==> src/rtl/reg_write_bridge.sv <==
// reg_write_bridge
// Receives 8-bit register-write frames over a mode-0 SPI-style link, queues
// them in a small FIFO and replays each one as wr_addr/wr_data with a long
// wr_strobe pulse. The pulse is long enough for a slow, scaled-clock consumer
// to sample it. Frame layout: bits[7:5] = register address, bits[4:0] = data.

module reg_write_bridge #(
    parameter int STROBE_CYCLES = 100,
    parameter int GAP_CYCLES    = 100,
    parameter int FIFO_DEPTH    = 4,
    parameter int SYNC_STAGES   = 2
) (
    input  logic       clk,
    input  logic       rst_n,
    input  logic       ena,
    input  logic       spi_sck,
    input  logic       spi_mosi,
    input  logic       spi_cs_n,
    output logic       wr_strobe,
    output logic [2:0] wr_addr,
    output logic [4:0] wr_data,
    output logic       busy,
    output logic       overflow
);

    // ------------------------------------------------------------------
    // Derived sizes
    // ------------------------------------------------------------------
    localparam int AW      = $clog2(FIFO_DEPTH);
    localparam int PW      = AW + 1;
    localparam int CNT_MAX = (STROBE_CYCLES > GAP_CYCLES) ? STROBE_CYCLES : GAP_CYCLES;
    localparam int CW      = $clog2(CNT_MAX + 1);

    localparam logic [PW-1:0] PTR_ONE   = PW'(1);
    localparam logic [CW-1:0] CNT_ONE   = CW'(1);
    localparam logic [CW-1:0] HOLD_LAST = CW'(STROBE_CYCLES - 1);
    localparam logic [CW-1:0] GAP_LAST  = CW'(GAP_CYCLES - 1);

    typedef enum logic [1:0] {
        ST_IDLE = 2'd0,
        ST_HOLD = 2'd1,
        ST_GAP  = 2'd2
    } state_e;

    // ------------------------------------------------------------------
    // Input synchronizers
    // ------------------------------------------------------------------
    logic [SYNC_STAGES-1:0] sck_sync_q;
    logic [SYNC_STAGES-1:0] mosi_sync_q;
    logic [SYNC_STAGES-1:0] csn_sync_q;
    logic                   sck_prev_q;

    logic sck_s;
    logic mosi_s;
    logic csn_s;
    logic sck_rise_s;

    // Bring the asynchronous SPI pins into the clk domain, all at the same depth.
    always_ff @(posedge clk or negedge rst_n) begin
        if (!rst_n) begin
            sck_sync_q  <= {SYNC_STAGES{1'b0}};
            mosi_sync_q <= {SYNC_STAGES{1'b0}};
            csn_sync_q  <= {SYNC_STAGES{1'b1}};
            sck_prev_q  <= 1'b0;
        end else begin
            sck_sync_q  <= {sck_sync_q[SYNC_STAGES-2:0], spi_sck};
            mosi_sync_q <= {mosi_sync_q[SYNC_STAGES-2:0], spi_mosi};
            csn_sync_q  <= {csn_sync_q[SYNC_STAGES-2:0], spi_cs_n};
            sck_prev_q  <= sck_sync_q[SYNC_STAGES-1];
        end
    end

    assign sck_s      = sck_sync_q[SYNC_STAGES-1];
    assign mosi_s     = mosi_sync_q[SYNC_STAGES-1];
    assign csn_s      = csn_sync_q[SYNC_STAGES-1];
    assign sck_rise_s = sck_s & ~sck_prev_q;

    // ------------------------------------------------------------------
    // Deserializer
    // ------------------------------------------------------------------
    logic [2:0] bit_cnt_q;
    logic [2:0] bit_cnt_d;
    logic [7:0] shift_q;
    logic [7:0] shift_d;
    logic [7:0] frame_s;
    logic       push_s;

    // The byte being completed by the current bit; this is what gets pushed.
    assign frame_s = {shift_q[6:0], mosi_s};

    // Shift on each synced sck rise; a deselect or ena=0 discards any partial frame.
    always_comb begin
        bit_cnt_d = bit_cnt_q;
        shift_d   = shift_q;
        push_s    = 1'b0;
        if (!ena || csn_s) begin
            bit_cnt_d = 3'd0;
        end else if (sck_rise_s) begin
            shift_d   = frame_s;
            bit_cnt_d = bit_cnt_q + 3'd1;
            if (bit_cnt_q == 3'd7) begin
                push_s = 1'b1;
            end else begin
                push_s = 1'b0;
            end
        end else begin
            bit_cnt_d = bit_cnt_q;
        end
    end

    // Deserializer state registers.
    always_ff @(posedge clk or negedge rst_n) begin
        if (!rst_n) begin
            bit_cnt_q <= 3'd0;
            shift_q   <= 8'd0;
        end else begin
            bit_cnt_q <= bit_cnt_d;
            shift_q   <= shift_d;
        end
    end

    // ------------------------------------------------------------------
    // Frame FIFO
    // ------------------------------------------------------------------
    logic [7:0]    mem_q [FIFO_DEPTH];
    logic [PW-1:0] wr_ptr_q;
    logic [PW-1:0] rd_ptr_q;
    logic          overflow_q;

    logic       empty_s;
    logic       full_s;
    logic       pop_s;
    logic       push_ok_s;
    logic [7:0] head_s;

    state_e     state_q;

    // Extra pointer bit tells full from empty when the index bits match.
    assign empty_s   = (wr_ptr_q == rd_ptr_q);
    assign full_s    = (wr_ptr_q[AW-1:0] == rd_ptr_q[AW-1:0]) &&
                       (wr_ptr_q[AW] != rd_ptr_q[AW]);
    assign head_s    = mem_q[rd_ptr_q[AW-1:0]];
    assign pop_s     = (state_q == ST_IDLE) & ena & ~empty_s;
    // A pop in the same cycle frees the slot, so a full FIFO can still accept.
    assign push_ok_s = push_s & (~full_s | pop_s);

    // FIFO storage, pointers and the sticky overflow flag.
    always_ff @(posedge clk or negedge rst_n) begin
        if (!rst_n) begin
            for (int i = 0; i < FIFO_DEPTH; i++) begin
                mem_q[i] <= 8'd0;
            end
            wr_ptr_q   <= {PW{1'b0}};
            rd_ptr_q   <= {PW{1'b0}};
            overflow_q <= 1'b0;
        end else begin
            if (push_ok_s) begin
                mem_q[wr_ptr_q[AW-1:0]] <= frame_s;
                wr_ptr_q                <= wr_ptr_q + PTR_ONE;
            end
            if (pop_s) begin
                rd_ptr_q <= rd_ptr_q + PTR_ONE;
            end
            if (push_s && full_s && !pop_s) begin
                overflow_q <= 1'b1;
            end
        end
    end

    // ------------------------------------------------------------------
    // Output FSM: IDLE -> HOLD (strobe high) -> GAP (strobe low) -> IDLE
    // ------------------------------------------------------------------
    logic [CW-1:0] cnt_q;
    logic          strobe_q;
    logic [2:0]    addr_q;
    logic [4:0]    data_q;

    // Replays one queued frame per pass; a started HOLD/GAP always runs to completion.
    always_ff @(posedge clk or negedge rst_n) begin
        if (!rst_n) begin
            state_q  <= ST_IDLE;
            cnt_q    <= {CW{1'b0}};
            strobe_q <= 1'b0;
            addr_q   <= 3'd0;
            data_q   <= 5'd0;
        end else begin
            case (state_q)
                ST_IDLE: begin
                    if (pop_s) begin
                        addr_q   <= head_s[7:5];
                        data_q   <= head_s[4:0];
                        strobe_q <= 1'b1;
                        cnt_q    <= {CW{1'b0}};
                        state_q  <= ST_HOLD;
                    end
                end
                ST_HOLD: begin
                    if (cnt_q == HOLD_LAST) begin
                        strobe_q <= 1'b0;
                        cnt_q    <= {CW{1'b0}};
                        state_q  <= ST_GAP;
                    end else begin
                        cnt_q <= cnt_q + CNT_ONE;
                    end
                end
                ST_GAP: begin
                    if (cnt_q == GAP_LAST) begin
                        cnt_q   <= {CW{1'b0}};
                        state_q <= ST_IDLE;
                    end else begin
                        cnt_q <= cnt_q + CNT_ONE;
                    end
                end
                default: begin
                    strobe_q <= 1'b0;
                    cnt_q    <= {CW{1'b0}};
                    state_q  <= ST_IDLE;
                end
            endcase
        end
    end

    // ------------------------------------------------------------------
    // Outputs
    // ------------------------------------------------------------------
    assign wr_strobe = strobe_q;
    assign wr_addr   = addr_q;
    assign wr_data   = data_q;
    assign overflow  = overflow_q;
    // Taken straight from registered state so it adds no latency.
    assign busy      = (state_q != ST_IDLE) | ~empty_s;

endmodule

==> config.mk <==
export PLATFORM = sky130hd
export DESIGN_NAME = reg_write_bridge
export DESIGN_NICKNAME = d
export VERILOG_FILES = /design/src/rtl/reg_write_bridge.sv
export SDC_FILE = /design/constraint.sdc
export NUM_CORES = 1
export LEC_CHECK = 0
export BUFFER_PORTS_ARGS = -buffer_cell sky130_fd_sc_hd__buf_2
export CAP_MARGIN = 0
export CORE_ASPECT_RATIO = 1.1
export CORE_UTILIZATION = 55
export CTS_CLUSTER_SIZE = 25
export DETAILED_ROUTE_END_ITERATION = 16
export GPL_TIMING_DRIVEN = 0
export PLACE_DENSITY_LB_ADDON = 0.05
export SLEW_MARGIN = 20
export SYNTH_ARGS = -nofsm -noshare
export SYNTH_HDL_FRONTEND = slang
export SYNTH_SLANG_ARGS = --single-unit
==> constraint.sdc <==
create_clock -name clk -period 2.1 [get_ports clk]
set_input_delay 0.315 -clock clk [delete_from_list [all_inputs] [get_ports clk]]
set_output_delay 0.315 -clock clk [all_outputs]
set_load 0.05 [all_outputs]
# Yosys cells after proc, flatten, opt, wreduce, memory -nomap -nowiden
# Cells that the tools add are included.
[op_classes]
add_sub_neg = 4
magnitude_cmp = 3
eq_ne = 10
mux = 21
n_bitwise = 13
reduce_logical = 15
[ops]
columns = ["operator", "n"]
rows = [
  ["bitwise mux 32 bit", 1],
  ["two-way mux 8 bit", 3],
  ["binary-select mux 8 bit (select 2 bit)", 1],
  ["demux 8 bit (select 2 bit)", 1],
  ["two-way mux 7 bit", 2],
  ["case mux 7 bit (2 select lines)", 1],
  ["adder 3 x 1 -> 3 bit, second input constant", 3],
  ["adder 7 x 1 -> 7 bit, second input constant", 1],
  ["== test 7 bit, second input constant", 1],
  [">= comparator 3 bit, second input constant", 2],
  ["two-way mux 2 bit", 3],
  ["two-way mux 3 bit", 2],
  ["inequality test 2 bit, second input constant", 3],
  ["NOT 2 -> 3 bit", 2],
  ["case mux 2 bit (3 select lines)", 1],
  ["AND reduction 3 bit", 2],
  ["two-way mux 1 bit", 5],
  ["NOT 1 bit", 5],
  ["AND 1 bit", 4],
  ["logical AND 1 bit", 4],
  ["AND reduction 2 bit", 2],
  ["nonzero test 2 bit", 2],
  ["== test 3 bit", 1],
  ["== test 3 bit, second input constant", 1],
  ["11 further kinds", 13],
]
[totals]
regBits = 74
input_bits = 6
out_inout_bits = 11

# Logic depth before layout (Yosys ltp)
[logic_depth]
depth_word = 6
mapped_depth = 8
depth_no_buf = 6

# Worst setup path before layout
# Ideal clock, no wire load.
[synth_path]
path_kind = "register to register"
from = "register state_q[0]"
to = "register mem_q[0] in the netlist's numbering"
arrival_ps = 1779
t_required_ps = 1975
path_slack_ps = 197
path_stages_with_launch = 9
path_cell_list = "dfrtp_1 inv_1 ha_1 nand2_1 nor4bb_1 buf_4 nor3b_1 buf_6 mux2_2"
[synth_via]
elab_chain_cells = 5
[synth_lines]
columns = ["item", "line", "source"]
rows = [
  ["start, declared", "136", "state_e state_q;"],
  ["start signal, assigned", "181", "state_q <= ST_IDLE;"],
  ["start signal, assigned", "194", "state_q <= ST_HOLD;"],
  ["start signal, assigned", "201", "state_q <= ST_GAP;"],
  ["logical NOT 2 bit", "143", "assign pop_s = (state_q == ST_IDLE) & ena & ~empty_s;"],
  ["AND 1 bit (2 in series)", "143", ""],
  ["bitwise OR 1 bit", "145", "assign push_ok_s = push_s & (~full_s | pop_s);"],
  ["AND 1 bit", "145", ""],
  ["end signal, assigned by index", "158", "mem_q[wr_ptr_q[AW-1:0]] <= frame_s;"],
  ["end, declared", "125", "logic [7:0] mem_q [FIFO_DEPTH];"],
]
# No other way between the ends.
# A chain may end at the register's enable or synchronous reset.

# Worst setup path in the final report
[layout_path]
from = "register rd_ptr_q[2]"
to = "register wr_ptr_q[2]"
[layout_via]
elab_chain_cells = 5
elab_cells_between_ends = 8
[layout_lines]
columns = ["item", "line", "source"]
rows = [
  ["start, declared", "127", "logic [PW-1:0] rd_ptr_q;"],
  ["start signal, assigned", "154", "rd_ptr_q <= {PW{1'b0}};"],
  ["start signal, assigned", "162", "rd_ptr_q <= rd_ptr_q + PTR_ONE;"],
  ["== test 3 bit or inequality test 1 bit (tied branches)", "139, 141", ""],
  ["NOT 1 bit or logical AND 1 bit (tied branches)", "143, 140", ""],
  ["AND 1 bit or NOT 1 bit (tied branches)", "143, 145", ""],
  ["bitwise OR 1 bit (*)", "145", ""],
  ["AND 1 bit (*)", "145", ""],
  ["end signal, assigned", "153", "wr_ptr_q <= {PW{1'b0}};"],
  ["end signal, assigned", "159", "wr_ptr_q <= wr_ptr_q + PTR_ONE;"],
  ["end, declared", "126", "logic [PW-1:0] wr_ptr_q;"],
]
# Mark *: on every way between the ends. The rest lies on a longest branch, timed or not.

==> impl_metrics.env <==
export IMPL_fin_crit_ns=2.07
export IMPL_path_max_fanout=6
export IMPL_critPathCaptureType="flip-flop"
export IMPL_antenna_found_initial=0
export IMPL_fin_nets=288
export IMPL_grt_max_degree=44
export IMPL_dp_hpwl_um=3620
export IMPL_reg2reg_slack_ns=0.03
export IMPL_yosysUniqueCellTypes=37
export IMPL_leakagePower_nw=1.91
export IMPL_via_per_inst=5.57
export IMPL_fin_util=0.667
export IMPL_ys_seq_area_frac=0.555
export IMPL_ys_warn_count=0
export IMPL_worstRegToRegCells=7
export IMPL_critPathArrivalTime_ns=2.30
export IMPL_ys_ff_latch=74
export IMPL_fin_tns_setup_ns=0
export IMPL_synthFlopType="dfrtp_1"
export IMPL_fp_dieArea_um2=6390
export IMPL_final_max_slew_viol_count=0
export IMPL_status="completed"
export IMPL_ioPinCount=17
export IMPL_grt_pass1_wl_um=9720
export IMPL_worstPathRequired_ns=2.33
export IMPL_async_flop_share=1.00
export IMPL_ant_nets=0
export IMPL_grt_ovfl_total=0
export IMPL_cts_sinks=74
export IMPL_clockRootBuffer="clkbuf_8"
export IMPL_synth_edff_count=0
export IMPL_core_region_area_um2=5810
export IMPL_cts_made_buffers=9
export IMPL_clk_latency_ns=0.35
export IMPL_worst_slew_pin_slew_ns=0.610
export IMPL_timing_fmax_ghz=0.484
export IMPL_relSlewSlack=0.588
export IMPL_firstDrtPassIters=4
export IMPL_floorplan_rows=29
export IMPL_die_y_um=83.8
export IMPL_drc=0
export IMPL_n_antenna_cell=0
export IMPL_period_share=0.985
export IMPL_synthTopCellsByCount="72 x dfrtp_1, 49 x mux2_2, 12 x ha_1, 11 x nand2_1, 9 x inv_1"
export IMPL_port_buffers=16
export IMPL_yosys_area_top_type="dfrtp_1"
export IMPL_design_power_total_mw=3.61
export IMPL_hold_violations=0
export IMPL_synth_fp_nets=250
export IMPL_syn_cell_area_um2=3340
export IMPL_synthTopCellsByArea="dfrtp_1 54%, mux2_2 17%, ha_1 4.5%"
export IMPL_vias=1960
export IMPL_cts_buffer_depth=2
export IMPL_layout_drive_gt1_share=0.422
export IMPL_fin_cells=352
export IMPL_cp_start_kind="flip-flop"
export IMPL_dp_cells=326
export IMPL_synth_most_common_cell="dfrtp_1"
export IMPL_start_util=0.576
export IMPL_place_gp_congestion=0.719
export IMPL_netlist_area_leader_share=0.539
export IMPL_grt_pass1_vias=2038
export IMPL_skew_ns=0.00981
export IMPL_min_path_cells=1
export IMPL_routed_wl_um=5950
export IMPL_hold_path_class="in -> reg"
export IMPL_area_growth_synth_to_final_pct=15.8
export IMPL_critPathKind="reg -> reg"
export IMPL_cts_tree="done"
export IMPL_synthCells=232
export IMPL_path_clk_slew_ns=0.07
export IMPL_vdd_ir_drop_max_mv=0.677
export IMPL_routedWlPerCell_um=16.9
export IMPL_track_usage=0.205
export IMPL_setup_viol=0
export IMPL_p_per_area_nw_per_um2=933
export IMPL_drt_iter0_markers=55
export IMPL_die_w_um=76.3
export IMPL_htree_levels=3
export IMPL_syn_area_per_cell_um2=14.4
export IMPL_maxCapViolCount=0
## sequential cells by signal, summed over array words and instances, names as in the netlist, 3 cells and up
register / cells
mem_q: 32
cnt_q: 7
shift_q: 7
wr_data: 5
bit_cnt_q: 3
rd_ptr_q: 3
wr_addr: 3
wr_ptr_q: 3
## final timing paths
path                                          from                       to
min                                       spi_cs_n  csn_sync_q[0]$_DFF_PN1_
max in group asynchronous                    rst_n    mem_q[11]$_DFFE_PN0P_
min reg2reg                csn_sync_q[0]$_DFF_PN1_  csn_sync_q[1]$_DFF_PN1_
max                        rd_ptr_q[2]$_DFFE_PN0P_  wr_ptr_q[2]$_DFFE_PN0P_
min in group asynchronous                    rst_n     cnt_q[3]$_DFFE_PN0P_
max reg2reg                rd_ptr_q[2]$_DFFE_PN0P_  wr_ptr_q[2]$_DFFE_PN0P_
## power by group
part           switching [mW]  internal (mW)  leakage [nW]
Sequential              0.109           1.54         0.991
Combinational           0.545          0.407         0.822
Clock                   0.518          0.492        0.0924
## critical path: stages, from the launching register on
cell and delay [ns]:
dfrtp_1 0.41, xor2_1 0.40, nor4bb_1 0.37, buf_4 0.25
nor3b_2 0.08, buf_4 0.17, buf_4 0.14, xor2_1 0.14
## metrics by stage
stage	worst slack (ns)	hold WS [ns]	instance area [um2]
after floorplan	0.197	0.0194	3340
after global placement	-0.117	0.333	3520
after detailed placement	-0.131	0.280	3540
after CTS	0.0167	0.0389	3790
after global routing	-0.0484	0.0467	3870
final	0.0319	0.0612	3870
## cells in the final DEF, fill, tap and decap left out, types with 3 or more instances in the layout
cell / netlist / layout
nand2_1: 11 / 10
mux4_1: 4 / 4
nor2_1: 4 / 4
buf_4: 3 / 13
inv_1: 9 / 9
buf_2: 2 / 17
nand3_1: 5 / 5
dfrtp_1: 72 / 72
mux2_2: 49 / 49
ha_1: 12 / 11
o21ai_0: 4 / 4
clkbuf_8: 0 / 11
xor2_1: 6 / 4
nand2b_1: 5 / 5
o22ai_1: 5 / 5
a21oi_1: 6 / 6
nor3b_4: 3 / 3
mux4_2: 4 / 4
## cells by family (layout without fill, tap and decap cells)
logic type | Yosys count | count (layout) | share of synthesized area
xor+xnor | 8 | 8 | 0.0210
buf+inv | 16 | 59 | 0.0266
flops | 74 | 74 | 0.555
compound gates | 22 | 22 | 0.0427
fa+ha+maj | 12 | 12 | 0.0449
simple gates | 40 | 40 | 0.0771
mux | 60 | 60 | 0.233
## layout make-up
type	instances	area, um2
fill	419	1940
sequential	74	1850
multi-input combinational	142	1470
timing repair buffer	27	180
clock buffer	12	155
tap	77	96.3
buffer	7	55.1
inverter	9	33.8
clock inverter	4	26.3
## layer usage
| metal | vias to the layer above | share of wire | global-route usage | wire length (um) |
|---|---|---|---|---|
| li1 | 914 | - | - | - |
| met1 | 1014 | 0.46 | 0.263 | 2720 |
| met2 | 22 | 0.50 | 0.334 | 2990 |
| met3 | 10 | 0.022 | 0.0426 | 133 |
| met4 | 0 | 0.018 | 0.0997 | 108 |
| met5 | - | 0 | 0 | 0 |
## repair_timing
action	CTS	global route
resized for setup	2	9
endpoints found under the setup margin	31	21
endpoints found under the hold margin	29	0
gates cloned	0	1
hold buffers	1	0
pin swaps	3	0
setup buffers	7	1
Power figures use the tool's default switching activity.
